$ cat config.mk
export PLATFORM = sky130hd
export DESIGN_NAME = chunked_serial_adder
export DESIGN_NICKNAME = d
export VERILOG_FILES = /design/src/rtl/chunked_serial_adder.sv
export SDC_FILE = /design/constraint.sdc
export NUM_CORES = 1
export LEC_CHECK = 0
export ABC_AREA = 1
export CELL_PAD_IN_SITES_DETAIL_PLACEMENT = 2
export CELL_PAD_IN_SITES_GLOBAL_PLACEMENT = 2
export CORE_MARGIN = 2
export CORE_UTILIZATION = 31
export CTS_CLUSTER_DIAMETER = 120
export CTS_CLUSTER_SIZE = 25
export DETAILED_ROUTE_END_ITERATION = 12
export PLACE_DENSITY = 0.89
export SLEW_MARGIN = 40
export SYNTH_ARGS = -nofsm -noshare
export SYNTH_HDL_FRONTEND = slang
export SYNTH_SLANG_ARGS = --single-unit
$ cat constraint.sdc
create_clock -name clk -period 3.96 [get_ports clk]
set_clock_uncertainty 0.05 [all_clocks]
set_input_delay 0.792 -clock clk [delete_from_list [all_inputs] [get_ports clk]]
set_output_delay 0.792 -clock clk [all_outputs]
set_load 0.01 [all_outputs]
$ cat src/rtl/chunked_serial_adder.sv
// Multi-cycle adder: adds two WIDTH-bit operands CHUNK bits per clock, carrying between cycles.
// Define ADDER_SUB_EN to add the sub port (a - b via inverted b and forced carry-in).
module chunked_serial_adder #(
  parameter int WIDTH = 8,
  parameter int CHUNK = 4
) (
  input  logic             clk,
  input  logic             rst,
  input  logic             start,
  input  logic [WIDTH-1:0] a,
  input  logic [WIDTH-1:0] b,
  input  logic             cin,
`ifdef ADDER_SUB_EN
  input  logic             sub,
`endif
  output logic             busy,
  output logic             done,
  output logic [WIDTH-1:0] sum,
  output logic             cout,
  output logic             ovf
);

  localparam int NCHUNK = WIDTH / CHUNK;
  localparam int KW = (NCHUNK > 1) ? $clog2(NCHUNK) : 1;
  localparam logic [KW-1:0] K_LAST = KW'(NCHUNK - 1);

  typedef enum logic [1:0] {IDLE, RUN, DONE} state_t;

  state_t           state;
  logic [WIDTH-1:0] a_reg;
  logic [WIDTH-1:0] b_reg;
  logic [WIDTH-1:0] w;
  logic [WIDTH-1:0] next_w;
  logic [KW-1:0]    k;
  logic             carry;
  logic [CHUNK:0]   chunk_sum;
  logic [WIDTH-1:0] b_eff;
  logic             cin_eff;

`ifdef ADDER_SUB_EN
  assign b_eff   = sub ? ~b : b;
  assign cin_eff = sub | cin;
`else
  assign b_eff   = b;
  assign cin_eff = cin;
`endif

  // One narrow CHUNK-bit adder, steered to the current chunk by k.
  always_comb begin
    chunk_sum = {1'b0, a_reg[k*CHUNK +: CHUNK]} + {1'b0, b_reg[k*CHUNK +: CHUNK]}
              + {{CHUNK{1'b0}}, carry};
    next_w = w;
    next_w[k*CHUNK +: CHUNK] = chunk_sum[CHUNK-1:0];
  end

  always_ff @(posedge clk) begin
    if (rst) begin
      state <= IDLE;
      a_reg <= '0;
      b_reg <= '0;
      w     <= '0;
      k     <= '0;
      carry <= 1'b0;
      busy  <= 1'b0;
      done  <= 1'b0;
      sum   <= '0;
      cout  <= 1'b0;
      ovf   <= 1'b0;
    end else begin
      case (state)
        // DONE shares IDLE's acceptance path so back-to-back starts lose no cycle.
        IDLE, DONE: begin
          done <= 1'b0;
          if (start) begin
            a_reg <= a;
            b_reg <= b_eff;
            carry <= cin_eff;
            k     <= '0;
            busy  <= 1'b1;
            state <= RUN;
          end else begin
            state <= IDLE;
          end
        end
        RUN: begin
          carry <= chunk_sum[CHUNK];
          w     <= next_w;
          if (k == K_LAST) begin
            k     <= '0;
            busy  <= 1'b0;
            done  <= 1'b1;
            sum   <= next_w;
            cout  <= chunk_sum[CHUNK];
            ovf   <= (a_reg[WIDTH-1] == b_reg[WIDTH-1]) && (next_w[WIDTH-1] != a_reg[WIDTH-1]);
            state <= DONE;
          end else begin
            k <= k + 1'b1;
          end
        end
        default: state <= IDLE;
      endcase
    end
  end

endmodule

== Word-level counts from Yosys, hierarchy flattened ==
Cells that the tools add are included.
Operators by class
  equal/unequal tests: 6
  multiplexer cells: 14
  reductions and logical operators: 9
  $add $sub $neg: 4
  shift-type cells: 4
Operators by type and width (number)
  $neg A3 Y34: 1
  $shift A4 B34 Y8 const A: 1
  $shiftx A4 B34 Y8: 1
  $shiftx A8 B4 Y4: 2
  $bwmux W8: 1
  $pmux W1 S2: 4
  $reduce_and A2 Y1: 4
  $mux W1: 7
  $add A4 B4 Y5: 1
  $add A5 B1 Y5: 1
  $ne A2 B2 Y1 const B: 2
  $pmux W2 S2: 1
  $reduce_and A3 Y1: 1
  $eq A2 B1 Y1 const B: 1
  $eq A2 B2 Y1 const B: 1
  $logic_not A2 Y1: 1
  $mux W2: 1
  $reduce_bool A2 Y1: 1
  $reduce_or A2 Y1: 1
  $add A1 B1 Y1 const B: 1
  $eq A1 B1 Y1: 1
  $logic_and A1 B1 Y1: 1
  $ne A1 B1 Y1: 1
Storage, ports and cells
  bits of input ports: 20
  output and inout bits: 12
  flip-flop bits (word level): 40

== Depth between registers and ports, before layout ==
Gate-level depths: netlist of the first run.
  depth in word-level cells: 7
  gate-level depth with buffers: 13
  mapped depth without buffers: 13

== Least setup slack after synthesis of the first run ==
No wires, ideal clock.
  kind: flip-flop to flip-flop
  start: register k
  end: register carry
  setup slack: 1.930 ns
  arrival time: 1.906 ns
  cell stages (with the launch flop): 10
  buffers on the path: 1
  period minus slack after synthesis: 2.030 ns
  cells stage by stage: dfxtp_1 buf_2 nand2_1 nand2_1 fa_1 inv_1 fa_1 o31ai_1 nand2_1 a31oi_1
Between the ends
  longest elaborated chain between the ends: 4
RTL lines
  start: declaration: RTL line 34  | logic [KW-1:0] k;
  start signal: assignment: RTL line 97  | k <= k + 1'b1;
  $shiftx A8 B4 Y4: RTL line 50  | chunk_sum = {1'b0, a_reg[k*CHUNK +: CHUNK]} + {1'b0, b_reg[k*CHUNK +: CHUNK]}
  $add A4 B4 Y5 (*): RTL line 50
  $add A5 B1 Y5 (*): RTL line 51  | + {{CHUNK{1'b0}}, carry};
  $pmux W1 S2 (*): RTL line 70  | case (state)
  end signal: assignment: RTL line 77  | carry <= cin_eff;
  end signal: assignment: RTL line 86  | carry <= chunk_sum[CHUNK];
  end: declaration: RTL line 35  | logic carry;
Mark *: on every way between the ends. The rest lies on a longest branch, timed or not.
A chain may end at the register's enable or synchronous reset.

== Final worst setup path of the first run ==
  start: register k
  end: register w[1]
Between the ends
  longest elaborated chain between the ends: 5
RTL lines
  $shiftx A8 B4 Y4: RTL line 50
  $add A4 B4 Y5: RTL line 50
  $add A5 B1 Y5: RTL line 51
  $shiftx A4 B34 Y8: RTL line 53  | next_w[k*CHUNK +: CHUNK] = chunk_sum[CHUNK-1:0];
  $bwmux W8 (*): RTL line 53
  end signal: assignment: RTL line 87  | w <= next_w;
  end: declaration: RTL line 32  | logic [WIDTH-1:0] w;
Marks and branches as above.

==> reports/summary.md, run 1 <==
After the last flow step, the layout net total stands at 268. Entering global routing, the biggest net connects 23 pins. The endpoint identified for the worst register-to-register timing path is w[1]. The combinational power share is 19.4%. The sort of element at the end of the critical path is a register. The cell that appears most often on the critical path is sky130_fd_sc_hd__nand2_1. The slowest stage of the critical path is the sky130_fd_sc_hd__dfxtp_1 cell. The total setup buffers inserted after CTS is 0. Number of filler cells placed in the layout: 635.

A synthesized cell averages 7.77 µm². The slack of the critical path was 1390 ps. The logs give 1624 for the number of global-route vias before repair and 3130 µm for the HPWL reported at the end of detailed placement. The run finished with clean final reports. The first global-routing pass estimated 7490 µm of wire.

The distinct cell type count of the synthesized netlist is 29, and the total of max-cap violations is 0. The tree built by TritonCTS fans out to 37 sinks. The die is 76.9 µm wide.

The sequential group share of total power was 49.5%; the slack of the worst reg-to-reg path was 1390 ps. In this design, the largest share of critical-path delay is due to adder cells. The logs give 0 for the number of hold violations in the final report and 2 for the worst-case clock buffer depth.

The floorplan has 26 rows. After routing, the total negative slack on setup checks comes to 0 ps. The number of CTS-inserted buffers was 5. Total nets after synthesis: 237.

Before antenna repair, the detailed router went through 4 iterations. Tracing the worst setup path back leads to its startpoint at k. For the worst-skew pair, the clock arrives at the later sink with an insertion delay of 290 ps.

CTS placed an instance of sky130_fd_sc_hd__clkbuf_8 at the clock tree root. The total count of max-transition violations in the final report was 0. After global routing the overflow that remains totals 0.

Routability congestion estimate from global placement: 0.760. The tools report the worst setup path endpoint as w[1]. The run gives 32.2% as the starting density of the core. The slew at the pin closest to its max-slew limit is 672 ps, and the number of enable-type register cells in the synthesized netlist is 0. In this run the vertical extent of the chip is 76.9 µm. Across the whole layout, storage elements account for 741 µm².

Summed over all layers, the routed wires come to 4200 µm. The fraction of layout cells with a size suffix above 1 is 10.7%, and the relative max-transition margin is 55.1%. The Yosys step of the flow raised 0 warnings.

For the worst setup path, the data required time is 4140 ps. After synthesis, the share of flip-flops with an asynchronous set or reset is 0%. The worst setup path is of the register to register kind. The area growth from synthesis to layout is 26.5%. Setup violations remaining at the end of the flow were counted as 0. Count of cells resized by post-cts repair: 0.

The library cell used most frequently in the layout, excluding fill and tap cells, is sky130_fd_sc_hd__nand2_1. Summed over all nets, the switching power comes to 250 µW. The detail-routed net length per standard cell works out to 13.4 µm.

The kind of start point of the critical path was a register. In this run the worst hold path is classified as register to register. The H-tree was split into 2 levels. In this run the critical register-to-register path is launched from k. The die area came out at 5910 µm². The portion of the clock cycle consumed by the worst path in the final layout was 64.8%; the pre-CTS worst setup slack was 1300 ps.

The signal on the critical path passes through inv_2, nand2_1, nand2_1, fa_1, inv_1, fa_1, nand3_1, nand2_1, a21oi_1. After detailed routing, the number of remaining DRC violations is 0. The clock network burns 31.1% of the power. Synthesis inferred 37 register bits. The top cell types in the final layout, fill and taps aside, are 40 x sky130_fd_sc_hd__nand2_1, 37 x sky130_fd_sc_hd__dfxtp_1, 34 x sky130_fd_sc_hd__nor2_1, 31 x sky130_fd_sc_hd__clkdlybuf4s50_1. The logs give 1456 for the total vias in the final route and 5110 µm² for the core outline area. The run gives 0 as the post-route antenna net violation count.

The number of buffer and inverter instances along the worst setup path was 2; the initial antenna violation count was 0. 32 I/O pins were placed. The initial detailed-routing violation count was 44; the internal power consumption was 586 µW. Dividing total power by cell area gives a power density of 401 nW/µm². The clock transition at the registers of the reported paths was 80 ps; the post-detailed-route via-to-cell ratio was 4.64. The worst register-to-register path has a depth of 9. TritonCTS built the clock tree.

The data arrival at the endpoint of the critical path came out at 2740 ps. The longest individual stage delay on the worst path works out to 730 ps. The clock period minus final worst setup slack was 2570 ps; the largest vdd supply drop was 0.000132 V. Input and output buffers added on the ports amount to 31. The dominant register cell in the synthesized netlist was sky130_fd_sc_hd__dfxtp_1. The logs give 0 for the number of antenna cells inserted and 0 for the number of buffers added to fix hold violations after cts. Synthesized area: 1650 µm². Net switching is 29.9% of the power. Of all nets on the critical path, the largest fanout is 15. The combined area of the multi-input logic cells is 769 µm², and the global router's overall resource usage is 15.9%. The cell count after synthesis came out at 212. Timing would allow up to 389 MHz. In this run the number of cells on the critical path is 9.

Of the synthesized area, sequential elements account for 45.0%. In this run the static leakage power is 0.902 nW. Setup repair after global routing left no endpoint under its margin.
-- cells in the mapped netlist, drive strengths merged, types with 2 or more instances --
library cell,instances,area share [%]
ha,3,2.3
fa,2,2.4
nor2,36,9.7
a21oi,11,3.3
or2,3,1.1
dfxtp,37,45
buf,5,2.1
nand3,11,3.3
o211ai,2,0.91
o21ai,28,10
nand2,43,11
clkbuf,2,0.61
inv,24,5.6
-- power by group through the flow --
stage	clock, mW	combinational, mW	sequential [mW]
6_report	0.260	0.162	0.414
5_1_grt	0.283	0.188	0.418
4_1_cts	0.269	0.166	0.414
3_5_place_dp	0	0.164	0.422
3_3_place_gp	0	0.154	0.421
2_1_floorplan	0	0.112	0.418
-- how the worst min path moves through the flow --
stage,startpoint,to,depth (start not counted)
finish,sum[6],sum[6],2
global route,sum[6],sum[6],2
detailed placement,sum[6],sum[6],2
global placement,sum[6],sum[6],2
CTS,sum[6],sum[6],2
floorplan,a_reg[2],a_reg[2],2
-- stage by stage --
stage               instance area (µm²)  total power, mW  instances  utilization, %  hold slack [ps]
floorplan                          1650            0.530        212               -              374
global placement                   2000            0.575        306            39.2              390
detailed placement                 2000            0.587        306            39.2              397
CTS                                2080            0.849        314            40.8              412
global route                       2080            0.888        314            40.8              428
finish                             2080            0.835        314            40.8              406
-- kinds of logic after synthesis --
family                     synth area share, %
xor gates and xnor gates                 0.532
DFF                                       45.0
adders and majority gates                 4.71
buffers and inverters                     8.28
AOI/OAI and AO/OA                         16.5
and+or+nand+nor                           25.0
-- layout make-up --
type	count	area share, %
well taps	70	4.20
inverters	24	4.44
clock buffers	6	3.48
flip-flops and latches	37	35.6
repair buffers	31	14.9
multi-input cells	144	36.9
clock inverters	2	0.480
-- worst register-to-register path, stage by stage (launching register included) --
cell,delay [ps]
sky130_fd_sc_hd__dfxtp_1,730
sky130_fd_sc_hd__inv_2,230
sky130_fd_sc_hd__nand2_1,120
sky130_fd_sc_hd__nand2_1,80
sky130_fd_sc_hd__fa_1,450
sky130_fd_sc_hd__inv_1,90
sky130_fd_sc_hd__fa_1,450
sky130_fd_sc_hd__nand3_1,110
sky130_fd_sc_hd__nand2_1,50
sky130_fd_sc_hd__a21oi_1,130
-- layer usage --
layer / vias to the layer above / share of wire [%] / routed length (µm) / global-route usage, %
li1: 736 / - / - / -
met2: 28 / 55 / 2300 / 29.7
met3: 7 / 3.2 / 135 / 3.53
met4: 0 / 1.5 / 65 / 5.45
met5: - / 0 / 0 / 0
met1: 685 / 41 / 1700 / 17.6
Note: power is estimated with default switching activity, not from simulation.
==> inputs of run 2 (changes only) <==
--- a/config.mk
+++ b/config.mk
@@ -9,11 +9,11 @@
 export CELL_PAD_IN_SITES_DETAIL_PLACEMENT = 2
 export CELL_PAD_IN_SITES_GLOBAL_PLACEMENT = 2
 export CORE_MARGIN = 2
-export CORE_UTILIZATION = 31
+export CORE_UTILIZATION = 26
 export CTS_CLUSTER_DIAMETER = 120
 export CTS_CLUSTER_SIZE = 25
 export DETAILED_ROUTE_END_ITERATION = 12
-export PLACE_DENSITY = 0.89
+export PLACE_DENSITY = 0.8
 export SLEW_MARGIN = 40
 export SYNTH_ARGS = -nofsm -noshare
 export SYNTH_HDL_FRONTEND = slang
==> constraint.sdc (replaced) <==
create_clock -name clk -period 2.07 [get_ports clk]
set_clock_uncertainty 0.05 [all_clocks]
set_input_delay 0.414 -clock clk [delete_from_list [all_inputs] [get_ports clk]]
set_output_delay 0.414 -clock clk [all_outputs]
set_load 0.01 [all_outputs]
==> run 2 against run 1 <==
  * Worst hold slack gained 3.2 ps
  * Wire length grew 0.21%
  * Global-route usage shrank 2.9 points
  * Critical endpoint is now carry
==> reports/summary.md, run 2 (same netlist as run 1, synthesis figures left out) <==
The wire length of the first global-routing pass was 7280 µm; the fraction of layout cells with a size suffix above 1 was 15.1%. Sort of element at the end of the critical path: a register. Once placement completed, the tool counted placed cells totaling 318. Along the worst hold path, the cell count comes to 2. OpenSTA, run right after detailed placement, puts the worst setup slack at 40.7 ps.

Global routing used 13.0% of the available tracks. Buffers inserted during clock tree synthesis total 5. The worst hold path begins at sum[6]. The post-detailed-route via-to-cell ratio is 4.52, and the total wire length after detailed routing is 4210 µm.

The number of cells on the worst reg-to-reg path is 9. The logs give 0 ps for the total negative setup slack and 3 for the first-pass iteration count of the detailed router. The data arrival at the endpoint of the critical path came out at 2160 ps. The die covers 6990 µm². The width of the die was 83.6 µm; the layout-stage area growth over the synthesis result was 31.3%. The logs give 16 for the initial detailed-routing violation count and 0.750 for the routability congestion estimate from global placement. The run gives 89.7 ps as the slack of the critical path.

The portion of the clock cycle consumed by the worst path in the final layout is 95.7%, and the clock net sink count is 37. The clock network latency to the later pin of the worst-skew pair is 300 ps. The HPWL reported at the end of detailed placement was 3240 µm; the clock period minus final worst setup slack was 1980 ps.

For this run, the slowest stage of the critical path takes 440 ps. Total vias in the final route: 1473. The initial antenna violation count was 0; the starting density of the core was 27.3%. Counting along the longest clock path gives a buffer depth of 2.

The logs give 28 for the standard-cell row count and 32 for the number of I/O pins. The critical path is of the register to register type. In this run the critical register-to-register path is launched from k. Power spread over the standard cell area amounts to 752 nW/µm². Buffers placed on the I/O ports in this run total 31.

The maximum frequency from static timing analysis came out at 505 MHz. The worst setup path is launched from a register. TritonCTS built the clock tree. The endpoint identified for the worst register-to-register timing path is carry. Standby leakage power: 0.942 nW. The library cells used most frequently in the layout, excluding fill and tap cells, are 40 x sky130_fd_sc_hd__nand2_1, 36 x sky130_fd_sc_hd__dfxtp_1, 34 x sky130_fd_sc_hd__nor2_1, 31 x sky130_fd_sc_hd__clkdlybuf4s50_1. After routing the design area is 2160 µm².

Setup repair after global routing could not meet its margin everywhere. The post-route antenna net violation count was 0. Count of final setup violators: 0. The logs give 1573 for the number of global-route vias before repair and 1.14 mW for the internal power consumption. In this run, post-CTS hold repair placed 0 buffers. After clock tree synthesis, the clock-pin slew on the worst setup and hold paths is 80 ps.

In this run, the combinational gates consume 20.9% of the power. The path with the worst hold slack has its endpoint at sum[6]. Entering global routing, the biggest net connects 20 pins.

After the flow finishes, the layout carries non-filler instances totaling 326. The critical path goes through inv_2, nand2_1, nand2_1, fa_2, inv_1, fa_1, o31ai_2, nand2_1, a31oi_1. The worst endpoint required time is 2250 ps.

For the total net switching power, the log shows 488 µW. The setup check on the worst reg-to-reg path leaves a slack of 90 ps. Sequential cells account for 48.3% of the total power. The total of max-cap violations came out at 0.

Cell with the largest stage delay on the worst path: sky130_fd_sc_hd__fa_1. The H-tree generated during clock tree synthesis spans 2 levels. The relative max-transition margin came out at 79.6%. The cell that appears most often on the critical path is sky130_fd_sc_hd__nand2_1.

For this run, design rule violations remaining after detail routing come to 0. The number of antenna diodes in the final layout is 0. The library cell used most frequently in the layout, excluding fill and tap cells, is sky130_fd_sc_hd__nand2_1. The logs give 0 for the total count of max-transition violations in the final report and 275 for the number of nets in the layout. The flow ran to the end, and the final reports show no timing, DRC or antenna violations.

At the pin with the least slew margin, the transition time is 305 ps. Summing all placed instances gives a cell area of 2060 µm². The tools report the root cell of the clock tree as sky130_fd_sc_hd__clkbuf_8. The share of total power dissipated in the clock network is 30.8%. The number of hold violations in the final report was 0; the core outline area was 6030 µm². The share of total power consumed by net switching works out to 30.0%. In this run the worst path has a maximum fanout of 7.

VDD sags by at most 0.000227 V. The detail-routed net length per standard cell is 12.9 µm, and the vertical extent of the die is 83.6 µm. The tightest min-delay check is of the register to register type. The tools report the overall overflow remaining after global route as 0.
[run 2: area by class of cell]
class	instances	area, µm²
clock buffer	5	68.8
clock inverter	3	17.5
inverter	24	92.6
timing repair buffer	38	363
sequential	37	742
multi-input combinational	144	785
tap	75	93.8
fill	709	3860
[run 2: layer usage]
metal	share of wire, %	global-route usage, %
met1	45	14.6
met2	51	23.6
met3	3.4	3.26
met4	1.3	4.84
met5	0	0
[run 2: repair_timing]
item	4_1_cts	5_1_grt
gates resized for setup	0	4
endpoints found under the setup margin	0	8
buffers inserted	0	0
[run 2: power groups by stage]
stage | registers (mW) | logic [mW] | clock network, mW
CTS | 0.786 | 0.338 | 0.521
detailed placement | 0.802 | 0.334 | 0
finish | 0.785 | 0.339 | 0.501
global route | 0.792 | 0.386 | 0.549
global placement | 0.801 | 0.320 | 0
floorplan | 0.799 | 0.214 | 0
[run 2: per-stage QoR]
| stage | hold slack, ps | utilization, % | power (mW) |
|---|---|---|---|
| 2_1_floorplan | 374 | - | 1.01 |
| 6_report | 409 | 35.9 | 1.63 |
| 5_1_grt | 441 | 35.9 | 1.73 |
| 4_1_cts | 417 | 35.6 | 1.65 |
| 3_3_place_gp | 390 | 34.2 | 1.12 |
| 3_5_place_dp | 404 | 34.2 | 1.14 |
[run 2: worst max-delay path: cells and delay by family, from the launching register on]
family	cells	cell delay (ps)
adder cells (fa/ha/maj)	2	670
AO/OA/AOI/OAI	2	450
flip-flops	1	350
AND/OR/NAND/NOR	3	220
buffers and inverters	2	180
[run 2: how the worst max path moves through the flow]
stage	startpoint	endpoint	slack [ps]
2_1_floorplan	k	carry	40
3_3_place_gp	k	ovf	170
3_5_place_dp	k	w[1]	40
4_1_cts	k	w[1]	20
5_1_grt	k	carry	-50
6_report	k	carry	90
==> inputs of run 3 (changes only) <==
--- a/config.mk
+++ b/config.mk
@@ -14,6 +14,7 @@
 export CTS_CLUSTER_SIZE = 25
 export DETAILED_ROUTE_END_ITERATION = 12
 export PLACE_DENSITY = 0.8
+export SKIP_CTS_REPAIR_TIMING = 1
 export SLEW_MARGIN = 40
 export SYNTH_ARGS = -nofsm -noshare
 export SYNTH_HDL_FRONTEND = slang
==> results of run 3 <==
Final layout, timing and power as in run 2 (identical DEF).
